File: src/rtl/cgra_cfg_sequencer.sv
// Host-side configuration sequencer for the 4x4 CGRA: loads row/SPM config words,
// holds init for a fixed window, then issues a programmed train of run pulses.
module cgra_cfg_sequencer #(
  parameter int CFG_W    = 203,
  parameter int SPM_W    = 20,
  parameter int ROWS     = 4,
  parameter int INIT_CYC = 3,
  parameter int CNT_W    = 16,
  parameter int GAP_W    = 8
) (
  input  logic                        clk,
  input  logic                        rst,
  input  logic                        start,
  input  logic                        abort,
  input  logic [CNT_W-1:0]            run_count,
  input  logic [GAP_W-1:0]            run_gap,
  input  logic                        cfg_valid,
  output logic                        cfg_ready,
  input  logic [CFG_W-1:0]            cfg_data,
  output logic [SPM_W+ROWS*CFG_W-1:0] host_controller,
  output logic                        init,
  output logic                        run,
  output logic                        busy,
  output logic                        done
);

  localparam int K_W = $clog2(ROWS + 1);
  localparam int R_W = (ROWS > 1) ? $clog2(ROWS) : 1;
  localparam int I_W = (INIT_CYC > 1) ? $clog2(INIT_CYC) : 1;
  localparam logic [K_W-1:0] K_SPM  = K_W'(ROWS);
  localparam logic [I_W-1:0] I_LAST = I_W'(INIT_CYC - 1);

  typedef enum logic [2:0] {
    IDLE,
    LOAD,
    INIT,
    RUN,
    GAP,
    DONE
  } state_t;

  state_t state, state_n;

  logic [K_W-1:0]   word_idx;
  logic [I_W-1:0]   init_cnt;
  logic [CNT_W-1:0] remaining;
  logic [GAP_W-1:0] gap_len;
  logic [GAP_W-1:0] gap_cnt;
  logic [CFG_W-1:0] row_buf [ROWS];
  logic [SPM_W-1:0] spm_cfg;
  logic             accept;

  // An aborting cycle never consumes the word on the bus.
  assign accept = (state == LOAD) && cfg_valid && !abort;

  always_ff @(posedge clk or negedge rst) begin
    if (!rst) begin
      state <= IDLE;
    end else begin
      state <= state_n;
    end
  end

  always_comb begin
    state_n = state;
    unique case (state)
      IDLE: if (start) state_n = LOAD;
      LOAD: if (accept && (word_idx == K_SPM)) state_n = INIT;
      INIT: begin
        if (init_cnt == I_LAST) begin
          state_n = (remaining != '0) ? RUN : DONE;
        end
      end
      RUN: begin
        if (remaining == CNT_W'(1)) begin
          state_n = DONE;
        end else if (gap_len == '0) begin
          state_n = RUN;
        end else begin
          state_n = GAP;
        end
      end
      GAP:     if (gap_cnt == GAP_W'(1)) state_n = RUN;
      DONE:    state_n = IDLE;
      default: state_n = IDLE;
    endcase
    if (abort) state_n = IDLE;
  end

  // Sequencing counters; run parameters are captured only when a start is taken.
  always_ff @(posedge clk or negedge rst) begin
    if (!rst) begin
      word_idx  <= '0;
      init_cnt  <= '0;
      remaining <= '0;
      gap_len   <= '0;
      gap_cnt   <= '0;
    end else begin
      unique case (state)
        IDLE: begin
          init_cnt <= '0;
          if (start) begin
            remaining <= run_count;
            gap_len   <= run_gap;
            word_idx  <= '0;
          end
        end
        LOAD: if (accept) word_idx <= word_idx + 1'b1;
        INIT: init_cnt <= (init_cnt == I_LAST) ? '0 : init_cnt + 1'b1;
        RUN: begin
          remaining <= remaining - 1'b1;
          gap_cnt   <= gap_len;
        end
        GAP:     gap_cnt <= gap_cnt - 1'b1;
        default: ;
      endcase
    end
  end

  always_ff @(posedge clk or negedge rst) begin
    if (!rst) begin
      for (int r = 0; r < ROWS; r++) row_buf[r] <= '0;
      spm_cfg <= '0;
    end else if (accept) begin
      if (word_idx == K_SPM) begin
        spm_cfg <= cfg_data[SPM_W-1:0];
      end else begin
        row_buf[word_idx[R_W-1:0]] <= cfg_data;
      end
    end
  end

  // Strobes are registered from the next state so they align with the state they describe.
  always_ff @(posedge clk or negedge rst) begin
    if (!rst) begin
      cfg_ready <= 1'b0;
      init      <= 1'b0;
      run       <= 1'b0;
      busy      <= 1'b0;
      done      <= 1'b0;
    end else begin
      cfg_ready <= (state_n == LOAD);
      init      <= (state_n == INIT);
      run       <= (state_n == RUN);
      busy      <= (state_n != IDLE);
      done      <= (state_n == DONE);
    end
  end

  for (genvar r = 0; r < ROWS; r++) begin : g_row
    assign host_controller[r*CFG_W +: CFG_W] = row_buf[r];
  end
  assign host_controller[ROWS*CFG_W +: SPM_W] = spm_cfg;

endmodule

File: config.mk
export PLATFORM = sky130hd
export DESIGN_NAME = cgra_cfg_sequencer
export DESIGN_NICKNAME = d
export VERILOG_FILES = /design/src/rtl/cgra_cfg_sequencer.sv
export SDC_FILE = /design/constraint.sdc
export NUM_CORES = 1
export LEC_CHECK = 0
export CAP_MARGIN = 20
export CORE_AREA = 5 5 416 418
export CTS_CLUSTER_DIAMETER = 30
export DETAILED_ROUTE_END_ITERATION = 10
export DIE_AREA = 0 0 421 423
export PLACE_DENSITY = 0.44
export SYNTH_ARGS = -nofsm -noshare
export SYNTH_HDL_FRONTEND = slang
export SYNTH_SLANG_ARGS = --single-unit
File: constraint.sdc
create_clock -name clk -period 3.48 [get_ports clk]
set_clock_uncertainty 0.2 [all_clocks]
set_input_delay 0.87 -clock clk [delete_from_list [all_inputs] [get_ports clk]]
set_output_delay 0.87 -clock clk [all_outputs]
set_load 0.01 [all_outputs]
Word level (Yosys, flattened, before mapping)
Index checks and enable logic that the tools add are counted.
{ "totals": {"ff_bits": 877, "elab_cells": 76} }
{ "op_classes": {"n_addsub": 4, "n_lt_le_gt_ge": 2, "eq_ne": 14, "mux": 20, "bitwise": 2, "n_reduce_logical": 18} }
{ "op_table": {"columns": ["cell", "count"], "rows": [
  ["bitwise mux 812 bit", 1],
  ["demux 203 bit (select 2 bit)", 1],
  ["2-to-1 mux 203 bit", 1],
  ["one-hot mux 16 bit (2 select lines)", 1],
  ["2-to-1 mux 3 bit", 10],
  ["equality test 16 x 1 -> 1 bit (second input constant)", 1],
  ["2-to-1 mux 16 bit", 1],
  ["one-hot mux 8 bit (2 select lines)", 1],
  ["nonzero test 16 bit", 1],
  ["subtractor 16 x 1 -> 16 bit (second input constant)", 1],
  ["one-hot mux 3 bit (5 select lines)", 1],
  ["equality test 3 x 2 -> 1 bit (second input constant)", 4],
  ["equality test 3 bit (second input constant)", 3],
  ["equality test 8 x 1 -> 1 bit (second input constant)", 1],
  ["zero test 8 bit", 1],
  ["AND reduction 2 bit", 4],
  ["nonzero test 2 bit", 4],
  ["subtractor 8 x 1 -> 8 bit (second input constant)", 1],
  ["equality test 3 x 1 -> 1 bit (second input constant)", 2],
  ["one-hot mux 3 bit (2 select lines)", 1],
  ["logical AND 1 bit", 4],
  ["!= test 2 bit (second input constant)", 2],
  ["one-hot mux 2 bit (2 select lines)", 1],
  ["adder 3 x 1 -> 3 bit (second input constant)", 1],
  ["other kinds (11)", 11]
]} }

Longest topological paths before layout
{ "logic_depth": {"word_depth": 8, "ltp_mapped": 7, "ltp_nobuf": 7} }

Worst setup path before layout
Ideal clock, no wire load.
{ "synth_path": {"path_kind": "input to register", "startpoint": "input abort", "endpoint": "register row_buf, in the netlist host_controller[335]", "setup_ns": 0.125, "arrival_time_ns": 2.055, "required_time_ns": 3.155, "path_slack_ns": 1.100, "stages": 7, "n_path_buf": 3, "cell_sequence": "nor2_1 and3_1 buf_4 nand3_2 buf_2 buf_6 mux2_2"} }
{ "synth_between": {"elab_chain_len": 3} }
{ "synth_rtl": {"columns": ["element", "line_no", "source"], "rows": [
  ["from (decl)", "14", "input logic abort,"],
  ["zero test 1 bit", "54", "assign accept = (state == LOAD) && cfg_valid && !abort;"],
  ["logical AND 1 bit", "54", null],
  ["AND reduction 2 bit (no source line)", null, null],
  ["to (signal, indexed assignment)", "128", "row_buf[word_idx[R_W-1:0]] <= cfg_data;"],
  ["to (decl)", "49", "logic [CFG_W-1:0] row_buf [ROWS];"]
]} }
No other way between the ends.
A chain may end at the register's enable or synchronous reset.

Worst setup path after layout
{ "layout_path": {"startpoint": "register row_buf, in the netlist host_controller[776]", "endpoint": "output host_controller[776]"} }
{ "layout_rtl": {"columns": ["element", "line_no", "source"], "rows": [
  ["to (decl)", "20", "output logic [SPM_W+ROWS*CFG_W-1:0] host_controller,"]
]} }
No word-level cell between the ends.

==> run_results.csv <==
group,metric,value,unit
floorplan,dieArea,0.178,mm2
grt,gr-total-overflow,0,
grt,grt_pass1_wl,205000,um
synth,async_flop_share,100,%
worst_setup_path,r2r-start,"state[0]",
final_layout,n_fill_cell,16700,
timing,period_minus_slack,3.07,ns
timing,final_max_slew_viol_count,0,
clock_network,cts.path.max_buffers,4,
place,post_dp_cell_area,0.0475,mm2
floorplan,design.portCount,1069,
floorplan,die_w,421,um
synth,syn_avg_cell_area,16.5,um2
worst_setup_path,crit_path_top_delay_cell,"clkdlybuf4s50_1",
final_layout,drive_gt1_share,38.6,%
synth,ys_warn_count,0,
final_layout,area_growth,69.5,%
worst_setup_path,crit_fanout,2,
synth,synth_cells,2032,
min_path,min_from,"gap_cnt[7]",
floorplan,num_rows,151,
clock_network,cts-htree-levels,5,
final_layout,nets,3619,
clock_network,post_cts_buffers,0,
detailed_routing,drtPass1Iterations,4,
clock_network,cts_sinks,877,
power_and_ir_drop,p_seq_share,28.6,%
power_and_ir_drop,power_density,799,mW/mm2
run,maxCapViolCount,0,
clock_network,numCtsBuffers,275,
timing,max_slew_margin,43.1,%
grt,antenna_found_initial,33,
timing,fmax,325,MHz
power_and_ir_drop,power_frac_comb,17.1,%
worst_setup_path,cp-start-kind,"register",
detailed_routing,drt-total-wl,147000,um
power_and_ir_drop,p_clk_share,54.3,%
timing,setup_tns,0,ns
grt,grt_max_degree,57,
worst_setup_path,worstPathCellList,"clkdlybuf4s50_1",
detailed_routing,drtAntennaViolNets,0,
timing,grt_setup_unrepaired,"no",
synth,synth.ff_latch_count,877,
power_and_ir_drop,p_sw_share,24.6,%
timing,worst_pin_slew,0.853,ns
synth,yosysUniqueCellTypes,57,
worst_setup_path,worstPathRequired,2.41,ns
floorplan,core-area,0.169,mm2
worst_setup_path,critPathTopFamily,"buffers and inverters",
floorplan,die_h,423,um
synth,synth-seq-area-share,65.6,%
timing,fin_crit_sh,88.3,%
detailed_routing,first_iter_violations,947,
place,gp_congestion,0.811,
place,portBuffers,1068,
timing,whs,0.294,ns
grt,grt_use_total,16.1,%
timing,finalSetupViolCount,0,
worst_setup_path,critPathArrivalTime,2.00,ns
grt,grt_pass1_vias,25300,
clock_network,cts_resized,0,
worst_setup_path,startpoint,"host_controller[776]",
detailed_routing,via_per_inst,4.03,
final_layout,post-route-util,33.6,%
power_and_ir_drop,p_total,45.3,mW
floorplan,start_util,19.8,%
clock_network,cts_tree,"yes",
detailed_routing,vias,23300,
detailed_routing,route.detailed.drc,0,
worst_setup_path,path_class,"register to output port",
synth,synthesis.area,0.0334,mm2
power_and_ir_drop,power_leakage,25.8,nW
synth,syn_nets,2273,
min_path,hp-class,"register to register",
worst_setup_path,critPathCaptureType,"output port",
worst_setup_path,crit_path_max_incr_delay,0.65,ns
outcome,status,"complete, no violations",
timing,hold_viol,0,
clock_network,worstSkewPairLatency,0.88,ns
synth,ys.flop_type,"dfrtp_1",
detailed_routing,wl_per_cell,25.3,um
worst_setup_path,cp.buffers_inverters,1,
clock_network,cts-root-buf,"clkbuf_16",
power_and_ir_drop,power_switching,11.1,mW
clock_network,cts.reportedPaths.clkPinSlew,0.04,ns
power_and_ir_drop,ir_drop,0.000495,V
power_and_ir_drop,p_int,34.2,mW
synth,synth_edf_count,0,
clock_network,cts_hold_buf,1,
final_layout,fin_area,0.0567,mm2
place,dp.final_hpwl,112000,um
registers in the layout, summed over array words and instances, names as in the netlist:
| signal | count |
|---|---|
| gap_len | 8 |
| busy | 1 |
| run | 1 |
| host_controller | 812 |
| cfg_ready | 1 |
| init_cnt | 2 |
| gap_cnt | 8 |
| init | 1 |
| word_idx | 3 |
| done | 1 |
| spm_cfg | 20 |
| remaining | 16 |
| state | 3 |
metrics by stage:
| step | std cells | setup WS [ns] |
|---|---|---|
| after floorplan | 2032 | 1.10 |
| after global placement | 5318 | 0.204 |
| after detailed placement | 5318 | 0.193 |
| after CTS | 5787 | 0.290 |
| after global routing | 5791 | 0.315 |
| final | 5795 | 0.406 |
placed cells by master (no fill, tap or decap), types with 3 or more instances in the layout:
cell type / netlist / routed
nand4_1: 3 / 3
buf_12: 0 / 44
o22ai_1: 3 / 3
o31ai_1: 3 / 3
a211oi_1: 4 / 4
clkdlybuf4s50_1: 0 / 1067
and2_1: 3 / 3
nor4_1: 6 / 6
nor2b_1: 3 / 3
inv_6: 0 / 8
clkinv_2: 0 / 38
o21ai_0: 9 / 9
ha_1: 9 / 9
diode_2: 0 / 8
nand3_1: 7 / 7
inv_1: 12 / 12
clkbuf_16: 0 / 279
a221o_1: 3 / 3
a21oi_1: 13 / 13
mux2_2: 832 / 832
nor2_1: 29 / 29
bufinv_16: 0 / 31
nor3_1: 6 / 6
o221a_2: 4 / 4
and3_1: 3 / 3
nand2_1: 51 / 51
nand3_4: 0 / 3
dfrtp_1: 877 / 877
clkbuf_1: 7 / 46
a31oi_1: 7 / 7
or3_1: 4 / 4
clkbuf_8: 0 / 49
buf_4: 39 / 56
clkinvlp_4: 0 / 13
final timing paths:
| path | to | slack (ns) | cells past startpoint |
|---|---|---|---|
| max reg2reg | host_controller[70] | 0.99 | 7 |
| max | host_controller[776] | 0.41 | 1 |
| min reg2reg | gap_cnt[7] | 0.29 | 1 |
| min | gap_cnt[7] | 0.29 | 1 |
| max in group asynchronous | host_controller[417] | 1.71 | 3 |
| min in group asynchronous | host_controller[775] | 0.46 | 2 |
cell families (layout without fill, tap and decap cells):
group	Yosys count	after routing	share of synthesized area, %
AO/OA/AOI/OAI	60	60	1.25
XOR/XNOR	1	1	0.0262
adder cells (fa/ha/maj)	9	9	0.337
buffers and inverters	112	1649	2.47
flip-flops	877	877	65.6
multiplexers	832	832	28.0
other	0	8	0
AND/OR/NAND/NOR	141	141	2.29
layer usage:
layer / track usage, % / vias up / wire, um
met5: 0 / - / 34
met4: 7.55 / 4 / 6340
met3: 4.99 / 279 / 8950
met2: 27.8 / 840 / 74300
met1: 18.2 / 12100 / 56900
li1: - / 10100 / -
power by group through the flow:
stage          registers [mW]  clock network [mW]  logic, mW
6_report                 12.9                24.6       7.76
5_1_grt                  13.2                25.8       8.15
4_1_cts                  12.9                25.2       7.97
3_5_place_dp             13.1                   0       7.95
3_3_place_gp             13.0                   0       7.93
2_1_floorplan            13.8                   0       1.66
synthesized netlist by cell type (all sizes together), types with 2 or more instances:
cell type	count	area share (%)
nor2b	3	0.056
a31oi	7	0.13
or3	4	0.075
ha	9	0.34
nand4	3	0.056
a311oi	2	0.052
a21oi	13	0.19
a211oi	4	0.090
o21a	2	0.045
nor3b	2	0.060
o211ai	2	0.045
a21o	2	0.045
dfrtp	877	66
mux2	832	28
o22ai	3	0.056
inv	12	0.13
and3	3	0.056
a221o	4	0.12
nand3b	3	0.090
nor4	8	0.19
nand2	51	0.57
clkbuf	7	0.079
buf	93	2.3
nor4b	2	0.097
o311ai	2	0.052
or4	4	0.10
nor3	6	0.090
o221a	4	0.13
and2	3	0.056
nand3	11	0.22
o31ai	3	0.067
nor2	30	0.36
o21ai	9	0.13
final cells by class:
class | count | area (um2) | share of cell area (%)
inverters | 12 | 45.0 | 0.0795
multi-input cells | 1043 | 10700 | 18.9
well taps | 2218 | 2780 | 4.90
clock buffers | 374 | 7830 | 13.8
diodes | 8 | 20.0 | 0.0353
clock inverters | 94 | 1350 | 2.39
flip-flops and latches | 877 | 21900 | 38.7
repair buffers | 1169 | 12000 | 21.2
Power figures use the tool's default switching activity.
